### src/rtl/alpha_ram_pingpong_pkg.sv
// Shared types and helpers for the ping-pong alpha store.
package alpha_pkg;

  localparam int ALPHA_W_DEF = 8;

  typedef enum logic {
    ST_INIT  = 1'b0,
    ST_READY = 1'b1
  } alpha_st_t;

  function automatic int unsigned next_bank(input int unsigned idx, input int unsigned num_bank);
    int unsigned nxt_s;
    if (idx + 32'd1 >= num_bank) begin
      nxt_s = 32'd0;
    end else begin
      nxt_s = idx + 32'd1;
    end
    return nxt_s;
  endfunction

endpackage

### src/rtl/alpha_ram_pingpong_ram.sv
// Simple 1R1W RAM with a registered read port; read data holds when re is low.
module ram #(
  parameter int addr_width = 3,
  parameter int mem_width  = 8
) (
  input  logic                  clk,
  input  logic                  rst_n,
  input  logic                  we,
  input  logic [addr_width-1:0] waddr,
  input  logic [mem_width-1:0]  wdata,
  input  logic                  re,
  input  logic [addr_width-1:0] raddr,
  output logic [mem_width-1:0]  rdata
);

  logic [mem_width-1:0] mem_q [2**addr_width];
  logic [mem_width-1:0] rdata_q;

  // storage array write port
  always_ff @(posedge clk) begin
    if (we) begin
      mem_q[waddr] <= wdata;
    end
  end

  // registered read port
  always_ff @(posedge clk or negedge rst_n) begin
    if (!rst_n) begin
      rdata_q <= {mem_width{1'b0}};
    end else if (re) begin
      rdata_q <= mem_q[raddr];
    end else begin
      rdata_q <= rdata_q;
    end
  end

  assign rdata = rdata_q;

endmodule

### src/rtl/alpha_ram_pingpong.sv
// Banked ping-pong alpha store: reads come from rd_bank, writes go to the next bank,
// and an init sweep loads |0...0> into every bank after reset or on request.
module alpha_ram_pingpong
  import alpha_pkg::*;
#(
  parameter int         NUM_QUBIT = 3,
  parameter int         ALPHA_W   = ALPHA_W_DEF,
  parameter int         NUM_BANK  = 2,
  parameter logic [7:0] INIT_ONE  = 8'h01,
  localparam int        BANK_W    = $clog2(NUM_BANK)
) (
  input  logic                 clk,
  input  logic                 rst_n,
  input  logic                 init_req,
  output logic                 busy,
  input  logic                 swap,
  output logic [BANK_W-1:0]    rd_bank,
  input  logic                 rd_en,
  input  logic [NUM_QUBIT-1:0] rd_addr,
  output logic [ALPHA_W-1:0]   rd_data,
  output logic                 rd_valid,
  input  logic                 wr_en,
  input  logic [NUM_QUBIT-1:0] wr_addr,
  input  logic [ALPHA_W-1:0]   wr_data,
  output logic                 err
);

  localparam logic [ALPHA_W-1:0]   INIT_VAL  = ALPHA_W'(INIT_ONE);
  localparam logic [NUM_QUBIT-1:0] LAST_ADDR = {NUM_QUBIT{1'b1}};

  alpha_st_t            state_q, state_d;
  logic [NUM_QUBIT-1:0] sweep_addr_q, sweep_addr_d;
  logic                 busy_q, busy_d;
  logic [BANK_W-1:0]    rd_bank_q, rd_bank_d;
  logic [BANK_W-1:0]    rd_sel_q, rd_sel_d;
  logic                 rd_valid_q, rd_valid_d;
  logic                 err_q, err_d;
  logic [BANK_W-1:0]    wr_bank_s;
  logic                 rd_acc_s, wr_acc_s, swap_acc_s, init_wr_s;
  logic [ALPHA_W-1:0]   init_data_s;
  logic [ALPHA_W-1:0]   bank_rdata_s [NUM_BANK];

  // request qualification, bank rotation and sweep write data
  always_comb begin
    rd_acc_s   = rd_en & ~busy_q;
    wr_acc_s   = wr_en & ~busy_q;
    swap_acc_s = swap & ~busy_q;
    wr_bank_s  = BANK_W'(next_bank(32'(rd_bank_q), 32'(NUM_BANK)));
    init_wr_s  = (state_q == ST_INIT);
    if (sweep_addr_q == {NUM_QUBIT{1'b0}}) begin
      init_data_s = INIT_VAL;
    end else begin
      init_data_s = {ALPHA_W{1'b0}};
    end
  end

  // init FSM next state; init_req always restarts the sweep from address 0
  always_comb begin
    state_d      = state_q;
    sweep_addr_d = sweep_addr_q;
    case (state_q)
      ST_INIT: begin
        if (init_req) begin
          sweep_addr_d = {NUM_QUBIT{1'b0}};
        end else if (sweep_addr_q == LAST_ADDR) begin
          state_d      = ST_READY;
          sweep_addr_d = {NUM_QUBIT{1'b0}};
        end else begin
          sweep_addr_d = sweep_addr_q + NUM_QUBIT'(1);
        end
      end
      ST_READY: begin
        if (init_req) begin
          state_d      = ST_INIT;
          sweep_addr_d = {NUM_QUBIT{1'b0}};
        end else begin
          state_d      = ST_READY;
        end
      end
      default: begin
        state_d      = ST_INIT;
        sweep_addr_d = {NUM_QUBIT{1'b0}};
      end
    endcase
    busy_d = (state_d == ST_INIT);
  end

  // bank pointer, read qualifier and sticky error next state
  always_comb begin
    if (swap_acc_s) begin
      rd_bank_d = wr_bank_s;
    end else begin
      rd_bank_d = rd_bank_q;
    end
    if (rd_acc_s) begin
      rd_sel_d = rd_bank_q;
    end else begin
      rd_sel_d = rd_sel_q;
    end
    rd_valid_d = rd_acc_s;
    err_d      = err_q | (busy_q & (rd_en | wr_en | swap));
  end

  // control registers
  always_ff @(posedge clk or negedge rst_n) begin
    if (!rst_n) begin
      state_q      <= ST_INIT;
      sweep_addr_q <= {NUM_QUBIT{1'b0}};
      busy_q       <= 1'b1;
      rd_bank_q    <= {BANK_W{1'b0}};
      rd_sel_q     <= {BANK_W{1'b0}};
      rd_valid_q   <= 1'b0;
      err_q        <= 1'b0;
    end else begin
      state_q      <= state_d;
      sweep_addr_q <= sweep_addr_d;
      busy_q       <= busy_d;
      rd_bank_q    <= rd_bank_d;
      rd_sel_q     <= rd_sel_d;
      rd_valid_q   <= rd_valid_d;
      err_q        <= err_d;
    end
  end

  for (genvar b = 0; b < NUM_BANK; b++) begin : g_bank
    logic                 we_s;
    logic [NUM_QUBIT-1:0] waddr_s;
    logic [ALPHA_W-1:0]   wdata_s;

    // the sweep owns every bank's write port while it runs
    always_comb begin
      if (init_wr_s) begin
        we_s    = 1'b1;
        waddr_s = sweep_addr_q;
        wdata_s = init_data_s;
      end else begin
        we_s    = wr_acc_s & (wr_bank_s == BANK_W'(b));
        waddr_s = wr_addr;
        wdata_s = wr_data;
      end
    end

    ram #(
      .addr_width(NUM_QUBIT),
      .mem_width (ALPHA_W)
    ) u_ram (
      .clk  (clk),
      .rst_n(rst_n),
      .we   (we_s),
      .waddr(waddr_s),
      .wdata(wdata_s),
      .re   (rd_acc_s),
      .raddr(rd_addr),
      .rdata(bank_rdata_s[b])
    );
  end

  assign busy     = busy_q;
  assign rd_bank  = rd_bank_q;
  assign rd_valid = rd_valid_q;
  assign rd_data  = bank_rdata_s[rd_sel_q];
  assign err      = err_q;

endmodule

### config.mk
export PLATFORM = sky130hd
export DESIGN_NAME = alpha_ram_pingpong
export DESIGN_NICKNAME = d
export VERILOG_FILES = /design/src/rtl/alpha_ram_pingpong_pkg.sv /design/src/rtl/alpha_ram_pingpong_ram.sv /design/src/rtl/alpha_ram_pingpong.sv
export SDC_FILE = /design/constraint.sdc
export NUM_CORES = 1
export LEC_CHECK = 0
export BUFFER_PORTS_ARGS = -buffer_cell sky130_fd_sc_hd__buf_4
export CORE_MARGIN = 3
export CORE_UTILIZATION = 45
export DETAILED_ROUTE_END_ITERATION = 8
export MAX_ROUTING_LAYER = met4
export SLEW_MARGIN = 10
export SYNTH_ARGS = -nofsm -noshare
export SYNTH_HDL_FRONTEND = slang
export SYNTH_HIERARCHICAL = 1
export SYNTH_SLANG_ARGS = --single-unit
export TNS_END_PERCENT = 20
### constraint.sdc
create_clock -name clk -period 3.6 [get_ports clk]
set_clock_uncertainty 0.15 [all_clocks]
set_input_delay 0.18 -clock clk [delete_from_list [all_inputs] [get_ports clk]]
set_output_delay 0.18 -clock clk [all_outputs]
set_load 0.01 [all_outputs]
# == Word-level counts from Yosys, hierarchy flattened ==
# Memories as Yosys holds them, arrays and structs flattened. A register that Yosys moved wholly into a read port is not among the register bits.
# Index checks and enable logic that the tools add are counted.
# classes
n_eq_ne,2
n_lt_le_gt_ge,2
reduce_logical,3
mux,21
addsub,2
bitwise,14
# ops
cell,n
2-to-1 mux 8 bit,4
2-to-1 mux 3 bit,4
2-to-1 mux 1 bit,11
AND 1 bit,6
one-hot mux 3 bit (2 select lines),1
"greater-or-equal comparator 2 bit, second input constant",2
NOT 1 bit,4
"adder 3 x 1 -> 3 bit, second input constant",1
"equality test 3 bit, second input constant",1
zero test 3 bit,1
OR 1 bit,3
"adder 1 x 1 -> 2 bit, second input constant",1
zero test 1 bit,2
"inequality test 2 bit, second input constant",1
NOT 1 -> 2 bit,1
one-hot mux 1 bit (2 select lines),1
# word_totals
elab_cells,53
n_memories,2
register_bits,9
mem_bits_rw,128
output_inout_bits,12
in_bits,20
# mem_list
name,depth,word_bits,read_ports,rd_clocked_by_memory_dff,wr,line_no,rtl
g_bank[0].u_ram.mem_q,8,8,1,1,1,alpha_ram_pingpong_ram.sv:16,logic [mem_width-1:0] mem_q [2**addr_width];
g_bank[1].u_ram.mem_q,8,8,1,1,1,alpha_ram_pingpong_ram.sv:16,

# == Logic depth before layout (Yosys ltp) ==
# Gate-level depths: netlist of the first run.
# logic_depth
depth_word,8
ltp_mapped,5
mapped_depth_nobuf,4

# == Modules after synthesis ==
# The synthesis of the first run kept the hierarchy.
# modules_own_cells
module,seq_area_each_um2,area_each_um2,cells_per_inst,instances
ram,2122.0,2861.5,169,2
alpha_ram_pingpong,226.5,596.8,60,1

# == Least setup slack after synthesis of the first run ==
# OpenSTA, ideal clock, no wires.
# synth_path
path_type,register to register
start,register state_q
end,"memory g_bank[0].u_ram.mem_q[0][0], enable pin"
path_buffers,1
path_stages_with_launch,5
synth_period_minus_slack_ps,2177
setup_time_ps,383
setup_slack_ps,1423
arrival_ps,1644
path_cell_list,dfrtp_1 > buf_4 > mux2_2 > nand2b_1 > nor3_1
# synth_via
word_cells_on_any_way,4
classes_between,mux (4)
# synth_lines
element,line_no,rtl
from (decl),alpha_ram_pingpong.sv:31,"alpha_st_t state_q, state_d;"
from (signal assigned),alpha_ram_pingpong.sv:115,state_q <= state_d;
2-to-1 mux 3 bit,alpha_ram_pingpong.sv:132,if (init_wr_s) begin
net g_bank[0].waddr_s[2],alpha_ram_pingpong.sv:127,logic [NUM_QUBIT-1:0] waddr_s;
to (decl),alpha_ram_pingpong_ram.sv:16,
# The timed path passes the listed nets, and every way through them passes these cells.

# == Worst setup path in the final report of the first run ==
# layout_path
start,register state_q
end,"memory g_bank[1].u_ram.mem_q[6][5], enable pin"
# layout_via
word_cells_on_any_way,4
classes_between,mux (4)
# layout_lines
element,line_no
2-to-1 mux 3 bit,-
net g_bank[0].waddr_s[1],alpha_ram_pingpong.sv:127
to (decl),alpha_ram_pingpong_ram.sv:16
# The timed path passes the listed nets, and every way through them passes these cells.

==> results of run 1 <==
-- state kept, by name, indices dropped and copies added (netlist names) --
signal and count:
sweep_addr_q 3, err 1, busy 1, rd_valid 1
state_q 1, rd_bank 1, rd_sel_q 1, g_bank.u_ram/mem_q 128
g_bank.u_ram/rdata 16
-- through the flow --
step	instances	hold slack [ps]	utilization, %	power, mW
detailed placement	590	-31.7	49.3	2.63
CTS	626	58.7	54.1	4.44
floorplan	398	-266	-	2.44
global route	626	88.9	54.2	4.58
global placement	590	-39.7	49.3	2.62
finish	626	69.3	54.2	4.40
-- worst max-delay path, cell delays in order, from the launching register on --
cell	delay, ps
dfrtp_1	590
o21ai_0	930
nand2b_1	170
nor2_1	610
-- cells in the mapped netlist --
library cell	number	share of area, %
mux2i_1	50	7.9
buf_6	4	0.71
xnor2_1	1	0.14
dfrtp_1	24	9.5
nor4_1	1	0.099
buf_1	2	0.12
nor2_1	19	1.1
a21oi_2	1	0.14
nand2b_1	9	0.89
edfxtp_1	128	61
or3_4	1	0.18
a41o_1	16	2.5
nor3_1	4	0.32
and2b_1	2	0.24
or2_1	1	0.099
nand3_1	16	1.3
dfstp_2	1	0.42
clkbuf_1	3	0.18
nor2b_1	33	3.3
nor2_2	2	0.20
buf_8	2	0.48
inv_1	3	0.18
a211o_1	16	2.2
buf_4	5	0.59
and2_1	7	0.69
a22oi_1	16	1.9
o21ai_0	4	0.32
ha_1	3	0.59
mux2_2	10	1.8
buf_2	5	0.40
nand2_1	7	0.42
a22o_1	1	0.14
nor2b_2	1	0.14
-- power breakdown --
group	leakage (nW)	internal (mW)	switching [mW]
clock network	0.291	1.15	0.663
logic	1.00	0.215	0.248
registers	1.55	2.07	0.0606
-- final timing paths --
path	from	end	slack (ps)
worst max-delay path	state_q	g_bank[1].u_ram/mem_q[6][5]	780
worst min-delay path	rst_n	sweep_addr_q[2]	70
worst max register to register	state_q	g_bank[1].u_ram/mem_q[6][5]	780
worst min register to register	err	err	400
max in group asynchronous	rst_n	busy	2920
min in group clk	rd_addr[1]	g_bank[0].u_ram/rdata[2]	100
-- what timing repair did --
item                                   4_1_cts  5_1_grt
hold buffers                                 4        0
setup buffers                                0        0
endpoints found under the hold margin       32        0
-- layer usage --
metal	global-route usage [%]	vias to the layer above	wire, µm
met4	6.00	0	116
met2	25.7	72	5880
met5	-	-	0
li1	-	1610	-
met1	25.7	1658	6360
met3	4.59	9	559
-- area by class of cell --
type                            count  area [µm²]
Fill cell                        1058        6190
Sequential cell                   153        4470
Multi-Input combinational cell    221        1690
Clock buffer                       17         425
Timing Repair Buffer               41         318
Tap cell                          176         220
Clock inverter                     15         183
Inverter                            3        11.3
-- cell families after synthesis --
logic type,count (synthesis),share of synthesized area [%]
AND/OR/NAND/NOR,103,8.93
multiplexers,60,9.70
XOR/XNOR,1,0.139
AO/OA/AOI/OAI,54,7.25
adder cells (fa/ha/maj),3,0.594
buffers and inverters,24,2.65
flip-flops,153,70.7
==> summary.txt, run 1 <==
STA
  • Final period utilization: 78.3%
  • RSZ-0062 raised after global routing: no
  • Slew headroom: 22.5%
  • Max-slew violations: 0
  • Setup TNS: 0 ps
  • Final Hold Vio Count: 0
  • # setup viols final: 0
  • Post-route minimum period: 2820 ps
  • Final WS setup: 781 ps
  • Worst-margin pin slew: 1160 ps
  • Achievable Freq: 0.355 GHz

Critical path
  • Data arrival, critical path: 2710 ps
  • Worst R2R Path Depth: 3
  • Data required time of the critical path: 3490 ps
  • Crit-path max FO: 21
  • CP endpoint kind: flip-flop
  • Startpoint types: flip-flop
  • Crit Path Class: reg -> reg

Clock tree
  • TritonCTS clock tree: built
  • Clk root buf: clkbuf_16
  • Clock latency on the worst-skew pair: 410 ps
  • Clk buf depth: 2
  • CTS buffer count: 17
  • Reg clk slew, reported paths: 60 ps
  • Sink Count: 153
  • Post_cts resized: 0
  • H-tree levels: 4

Cells and area
  • Most frequent cells in the layout: 128 x edfxtp_1, 50 x mux2i_1, 37 x buf_4
  • Diodes inserted: 0
  • Share of cells above drive strength 1: 18.4%
  • Most common cell after layout, fill and taps aside: edfxtp_1
  • Area Overhead vs Synth: 15.7%
  • Fin area: 0.00731 mm²
  • Final nets: 460

Die
  • Row cnt: 42
  • Die Area: 0.0155 mm²
  • Die Y: 125 µm
  • Starting density of the core: 46.8%
  • I/O pin total: 32
  • Core ar.: 0.0135 mm²
  • Die Wd: 125 µm

Detailed routing
  • TritonRoute pass-1 iters: 4
  • 1st-iter DRT viols: 238
  • ANT nets after route: 0
  • DR DRC count: 0
  • Average wire per standard cell: 20.6 µm
  • Detail-routed via count per cell: 5.35
  • Via count: 3,349
  • Wirelength, routed: 12.9 mm

Placement
  • Area after DPL: 0.00666 mm²
  • Port bufs: 31
  • GPL Wtd Cong: 0.766
  • Pre-CTS WS: 781 ps
  • Detailed Place HPWL: 8.31 mm

Global route
  • Largest net degree at the start of global routing: 75
  • Vias in the first global route: 3,598
  • GRT Resource Usage Total: 18.1%
  • Initial antenna violation count: 0
  • Overflow after GRT: 0
  • First-pass GRT wire length: 20.5 mm

Flow run
  • Max-Cap Viols: 0

Worst hold path
  • Worst Hold Class: in -> async

Logic synthesis
  • Distinct cells, synth: 33
  • Yosys warns: 6
  • Register area share after synthesis: 70.7%
  • Syn avg cell area: 15.9 µm²
  • Synth Instances: 398
  • Post-Syn Area: 0.00632 mm²
  • Synth Register Bits: 153
  • Syn Nets: 421

Power and ir drop
  • Lkg Pwr: 2.84 nW
  • VDD IR-drop max: 0.346 mV
  • Cell Pwr Density: 601 mW/mm²

Run status
  • Status: complete, no violations
Note: power is estimated with default switching activity, not from simulation.
==> run 2, diff against run 1 <==
Clock period 3.6 ns to 2.8 ns, I/O delays scaled along.
==> run 2 against run 1 <==
Net effect:
- die area stayed put
- combinational power rose by 29%
- critical path depth stayed put
- via count increased by 2.8%
- design area rose by 0.27%
- sequential share of layout area fell by 0.17 points
- sequential power up 29%
- first-iteration DRC count rose by 4.6%
- critical path type unchanged
- highest routed layer unchanged
==> summary.txt, run 2 (same netlist as run 1, synthesis figures left out) <==
Run status
  • Status: complete, no violations

Cells and area
  • Most frequent cells in the layout: 128 x edfxtp_1, 50 x mux2i_1, 48 x buf_4
  • Top reg by flops: g_bank.u_ram/mem_q
  • Max reg flops: 128 (unchanged)
  • Share of cells above drive strength 1: 18.8% (+0.39 points)
  • Diodes inserted: 0 (unchanged)
  • Final nets: 472 (+2.6%)
  • Fin util: 54.3% (+0.15 points)
  • Most common cell after layout, fill and taps aside: edfxtp_1
  • Filler cells: 1,101 (+4.1%)
  • Area Overhead vs Synth: 16.1%

Clock tree
  • Clock latency on the worst-skew pair: 410 ps (about the same)
  • Clk buf depth: 2 (unchanged)
  • H-tree levels: 4 (unchanged)
  • TritonCTS clock tree: built
  • Hold-fix buffers, CTS: 5 (+1)
  • Buffer count from post-CTS setup fixing: 0 (unchanged)
  • Post_cts resized: 0 (unchanged)
  • Sink Count: 153 (unchanged)
  • Reg clk slew, reported paths: 50 ps (about the same)
  • Clk root buf: clkbuf_16
  • CTS buffer count: 17 (unchanged)

Global route
  • Overflow after GRT: 0 (unchanged)
  • GRT Resource Usage Total: 18.3% (+0.18 points)
  • Vias in the first global route: 3,446 (-4.2%)
  • Largest net degree at the start of global routing: 49 (-35%)
  • First-pass GRT wire length: 20.1 mm (-2.2%)
  • Initial antenna violation count: 0 (unchanged)

Power and ir drop
  • VDD IR-drop max: 0.346 mV (-0.19%)
  • Lkg Pwr: 2.87 nW (+1.2%)
  • Cell Pwr Density: 739 mW/mm² (+23%)

Die
  • Starting density of the core: 46.8% (unchanged)
  • Die Wd: 125 µm (unchanged)
  • Die Area: 0.0155 mm² (unchanged)
  • Row cnt: 42 (unchanged)
  • Core ar.: 0.0135 mm² (unchanged)
  • Die Y: 125 µm (unchanged)
  • I/O pin total: 32 (unchanged)

Detailed routing
  • 1st-iter DRT viols: 249 (+4.6%)
  • DR DRC count: 0 (unchanged)
  • TritonRoute pass-1 iters: 5 (+1)
  • ANT nets after route: 0 (unchanged)
  • Detail-routed via count per cell: 5.40 (+0.87%)
  • Via count: 3,443 (+2.8%)
  • Wirelength, routed: 13.2 mm (+2.1%)
  • Average wire per standard cell: 20.7 µm (+0.22%)

STA
  • Final Hold Vio Count: 0 (unchanged)
  • Achievable Freq: 0.396 GHz (+12%)
  • Worst-margin pin slew: 1000 ps (-154 ps)
  • Max-slew violations: 0 (unchanged)
  • Post-route minimum period: 2520 ps (-296 ps)
  • RSZ-0062 raised after global routing: no
  • Setup TNS: 0 ps (unchanged)
  • Final period utilization: 90.1% (+12 points)
  • # setup viols final: 0 (unchanged)
  • Slew headroom: 32.4% (+9.9 points)

Critical path
  • CP endpoint kind: flip-flop
  • Data required time of the critical path: 2700 ps (-790 ps)
  • Crit-path max FO: 10 (-52%)
  • Startpoint types: flip-flop
  • Crit Path Class: reg -> reg
  • Data arrival, critical path: 2420 ps (-290 ps)

Placement
  • Detailed Place HPWL: 8.50 mm (+2.3%)
  • Port bufs: 31 (unchanged)
  • GPL Wtd Cong: 0.767 (about the same)

Flow run
  • Max-Cap Viols: 0 (unchanged)

Worst hold path
  • Worst Hold Class: in -> async
[run 2: metal layers]
| layer | share of wire [%] | global-route usage (%) | wire length (µm) | vias up |
|---|---|---|---|---|
| met1 | 45 | 23.8 | 5910 | 1698 |
| met4 | 1.4 | 7.03 | 191 | 0 |
| met3 | 5.1 | 4.29 | 675 | 13 |
| li1 | - | - | - | 1633 |
| met5 | 0 | - | 0 | - |
| met2 | 49 | 28.1 | 6410 | 99 |
[run 2: stage by stage]
stage                     instances  instance area, µm²  setup slack [ps]  total power, mW  hold WS, ps
after global placement          601                6740               388             3.38        -64.8
after detailed placement        601                6740               275             3.38        -61.2
after global routing            638                7330              22.3             5.65         67.0
after CTS                       638                7330               289             5.47         28.5
final                           638                7330               277             5.42         30.6
after floorplan                 398                6320               623             3.14         -306
[run 2: where the power goes]
group	switching, mW	total, mW	internal (mW)
registers	0.0854	2.74	2.66
logic	0.308	0.597	0.288
clock network	0.795	2.09	1.29
total	1.19	5.42	4.23
[run 2: final timing paths]
kind,startpoint,endpoint,slack (ps),depth (start not counted)
max in group asynchronous,rst_n,busy,2150,2
hold / removal,rst_n,err,30,2
min in group clk,wr_data[0],g_bank[0].u_ram/mem_q[1][0],70,2
hold reg to reg,err,err,380,2
setup / recovery,state_q,g_bank[0].u_ram/mem_q[3][4],280,3
setup reg to reg,state_q,g_bank[0].u_ram/mem_q[3][4],280,3
[run 2: area by class of cell]
class	instances	area [µm²]	share of cell area, %
Tap cell	176	220	3.00
Multi-Input combinational cell	221	1680	22.9
Timing Repair Buffer	53	410	5.60
Clock buffer	29	500	6.82
Inverter	3	11.3	0.154
Clock inverter	3	40.0	0.546
Sequential cell	153	4470	61.0
[run 2: critical path: stages (launching register included)]
cell and delay, ps:
dfrtp_1 470, o21ai_0 820, nand2_1 160, nor2_1 550
==> run 3, diff against run 2 <==
Settings changed: CORE_UTILIZATION 45 to 55, PLACE_DENSITY set to 0.83.
==> run 3 against run 2 <==
Net effect:
- flip-flop and latch count is the same
- total power grew 4.1%
- count of clock-buffer cells in the layout shrank 11
- register-to-register slack lost 60 ps
- worst setup slack lost 61 ps
- via count grew 3.7%
- clock power grew 9.6%
- non-clock buffer count shrank 5
- sequential power is essentially flat
- largest cell class unchanged
==> summary.txt, run 3 (same netlist as run 1, synthesis figures left out) <==
Run status
  • Status: complete, no violations

Detailed routing
  • Via count: 3,572 (+3.7%)
  • Average wire per standard cell: 22.3 µm (+7.7%)
  • 1st-iter DRT viols: 312 (+25%)
  • TritonRoute pass-1 iters: 5 (unchanged)
  • Wirelength, routed: 13.3 mm (+0.74%)
  • Detail-routed via count per cell: 5.98 (+11%)
  • ANT nets after route: 0 (unchanged)
  • DR DRC count: 0 (unchanged)

Die
  • Die Y: 113 µm (-9.1%)
  • Die Wd: 113 µm (-9.1%)
  • Die Area: 0.0128 mm² (-17%)
  • Row cnt: 38 (-9.5%)
  • Core ar.: 0.0110 mm² (-18%)
  • I/O pin total: 32 (unchanged)
  • Starting density of the core: 57.3% (+10 points)

Clock tree
  • Reg clk slew, reported paths: 60 ps (about the same)
  • Clk root buf: clkbuf_16
  • Clk buf depth: 2 (unchanged)
  • Post_cts resized: 0 (unchanged)
  • CTS buffer count: 17 (unchanged)
  • TritonCTS clock tree: built
  • Hold-fix buffers, CTS: 5 (unchanged)
  • Clock latency on the worst-skew pair: 420 ps (about the same)
  • Buffer count from post-CTS setup fixing: 0 (unchanged)
  • Sink Count: 153 (unchanged)
  • H-tree levels: 4 (unchanged)

Cells and area
  • Area Overhead vs Synth: 15.7%
  • Fin util: 66.3% (+12 points)
  • Final nets: 467 (-1.1%)
  • Top reg by flops: g_bank.u_ram/mem_q
  • Share of cells above drive strength 1: 19.5% (+0.64 points)
  • Filler cells: 756 (-31%)
  • Most frequent cells in the layout: 128 x edfxtp_1, 50 x mux2i_1, 43 x buf_4
  • Max reg flops: 128 (unchanged)
  • Cell Count, Final, Fillers Out: 597 (-6.4%)
  • Most common cell after layout, fill and taps aside: edfxtp_1
  • Diodes inserted: 0 (unchanged)

Placement
  • Port bufs: 31 (unchanged)
  • Detailed Place HPWL: 8.19 mm (-3.6%)
  • Pre-CTS WS: 301 ps (+26.6 ps)
  • Total placed cells including tap cells: 560 (-6.8%)
  • GPL Wtd Cong: 0.790 (+3.0%)

Global route
  • M3 GR Usage: 6.26% (+2.0 points)
  • M1 GR Usage: 31.0% (+7.1 points)
  • Largest net degree at the start of global routing: 56 (+14%)
  • Layer with the highest usage: met2
  • Initial antenna violation count: 0 (unchanged)
  • Vias in the first global route: 3,669 (+6.5%)
  • Met2 usage: 34.3% (+6.2 points)
  • Overflow after GRT: 0 (unchanged)
  • GRT Resource Usage Total: 23.0% (+4.7 points)
  • First-pass GRT wire length: 20.9 mm (+4.1%)

Power and ir drop
  • VDD IR-drop max: 0.423 mV (+22%)
  • Int Pwr: 4.34 mW (+2.6%)
  • Sw Ratio: 23.1% (+1.1 points)
  • Net Switching: 1.30 mW (+9.5%)
  • Gate power share: 10.8% (-0.2 points)
  • Lkg Pwr: 2.87 nW (about the same)
  • Cell Pwr Density: 772 mW/mm² (+4.4%)
  • Sequential Power Share: 48.6% (-1.9 points)
  • Clock power frac: 40.6% (+2.1 points)

Critical path
  • Crit Path Class: reg -> reg
  • Startpoint types: flip-flop
  • Data required time of the critical path: 2700 ps (about the same)
  • R2R Path End: g_bank[1].u_ram/mem_q[7][6]
  • R2R Path Start: sweep_addr_q[1]
  • Crit-path max FO: 10 (unchanged)
  • Worst R2R Path Depth: 4 (+1)
  • Reg-to-reg slack, setup: 220 ps (-60 ps)
  • CP endpoint kind: flip-flop
  • Data arrival, critical path: 2480 ps (+60 ps)

STA
  • Achievable Freq: 0.387 GHz (-2.4%)
  • Worst-margin pin slew: 978 ps (-24.8 ps)
  • Final Hold Vio Count: 0 (unchanged)
  • Hold slack: 23.5 ps (-7.15 ps)
  • RSZ-0062 raised after global routing: no
  • Final period utilization: 92.3% (+2.2 points)
  • Max-slew violations: 0 (unchanged)
  • Final WS setup: 216 ps (-61.1 ps)
  • # setup viols final: 0 (unchanged)
  • Slew headroom: 34.1% (+1.7 points)
  • Post-route minimum period: 2580 ps (+61.1 ps)
  • Setup TNS: 0 ps (unchanged)

Flow run
  • Max-Cap Viols: 0 (unchanged)

Worst hold path
  • Worst Hold Class: in -> async
## run 3: layer usage
metal	share of wire, %	wire (µm)	up-vias
met5	0	0	-
met4	2.1	277	0
met3	8.7	1160	26
met2	48	6350	155
met1	41	5500	1768
li1	-	-	1623
## run 3: worst max path at each step
stage | from | end | slack (ps) | depth (start not counted)
3_5_place_dp | sweep_addr_q[0] | g_bank[1].u_ram/mem_q[7][2] | 300 | 4
5_1_grt | sweep_addr_q[1] | g_bank[1].u_ram/mem_q[7][7] | 50 | 4
3_3_place_gp | sweep_addr_q[0] | g_bank[1].u_ram/mem_q[1][3] | 440 | 4
6_report | sweep_addr_q[1] | g_bank[1].u_ram/mem_q[7][6] | 220 | 4
2_1_floorplan | state_q | g_bank[0].u_ram/mem_q[0][0] | 620 | 4
4_1_cts | sweep_addr_q[0] | g_bank[1].u_ram/mem_q[7][7] | 280 | 4
## run 3: critical path, stage by stage, from the launching register on
cell and delay (ps):
dfrtp_1 390, inv_1 70, o21ai_0 780, nand2_1 200, nor2_1 620
## run 3: stage by stage
step	power, mW	area, µm²
floorplan	3.14	6320
global placement	3.36	6660
detailed placement	3.38	6660
CTS	5.67	7310
global route	5.86	7310
finish	5.65	7310
## run 3: final cells by class
class	count	area (µm²)	share of cell area [%]
tap	140	175	2.40
sequential	153	4470	61.1
multi-input combinational	221	1680	23.0
inverter	3	11.3	0.154
clock inverter	14	171	2.34
clock buffer	18	429	5.87
timing repair buffer	48	373	5.10
## run 3: power by group through the flow
| stage | Combinational, mW | Clock (mW) | Sequential [mW] |
|---|---|---|---|
| floorplan | 0.396 | 0 | 2.74 |
| global placement | 0.579 | 0 | 2.78 |
| detailed placement | 0.594 | 0 | 2.78 |
| CTS | 0.611 | 2.32 | 2.74 |
| global route | 0.658 | 2.44 | 2.76 |
| finish | 0.610 | 2.29 | 2.74 |
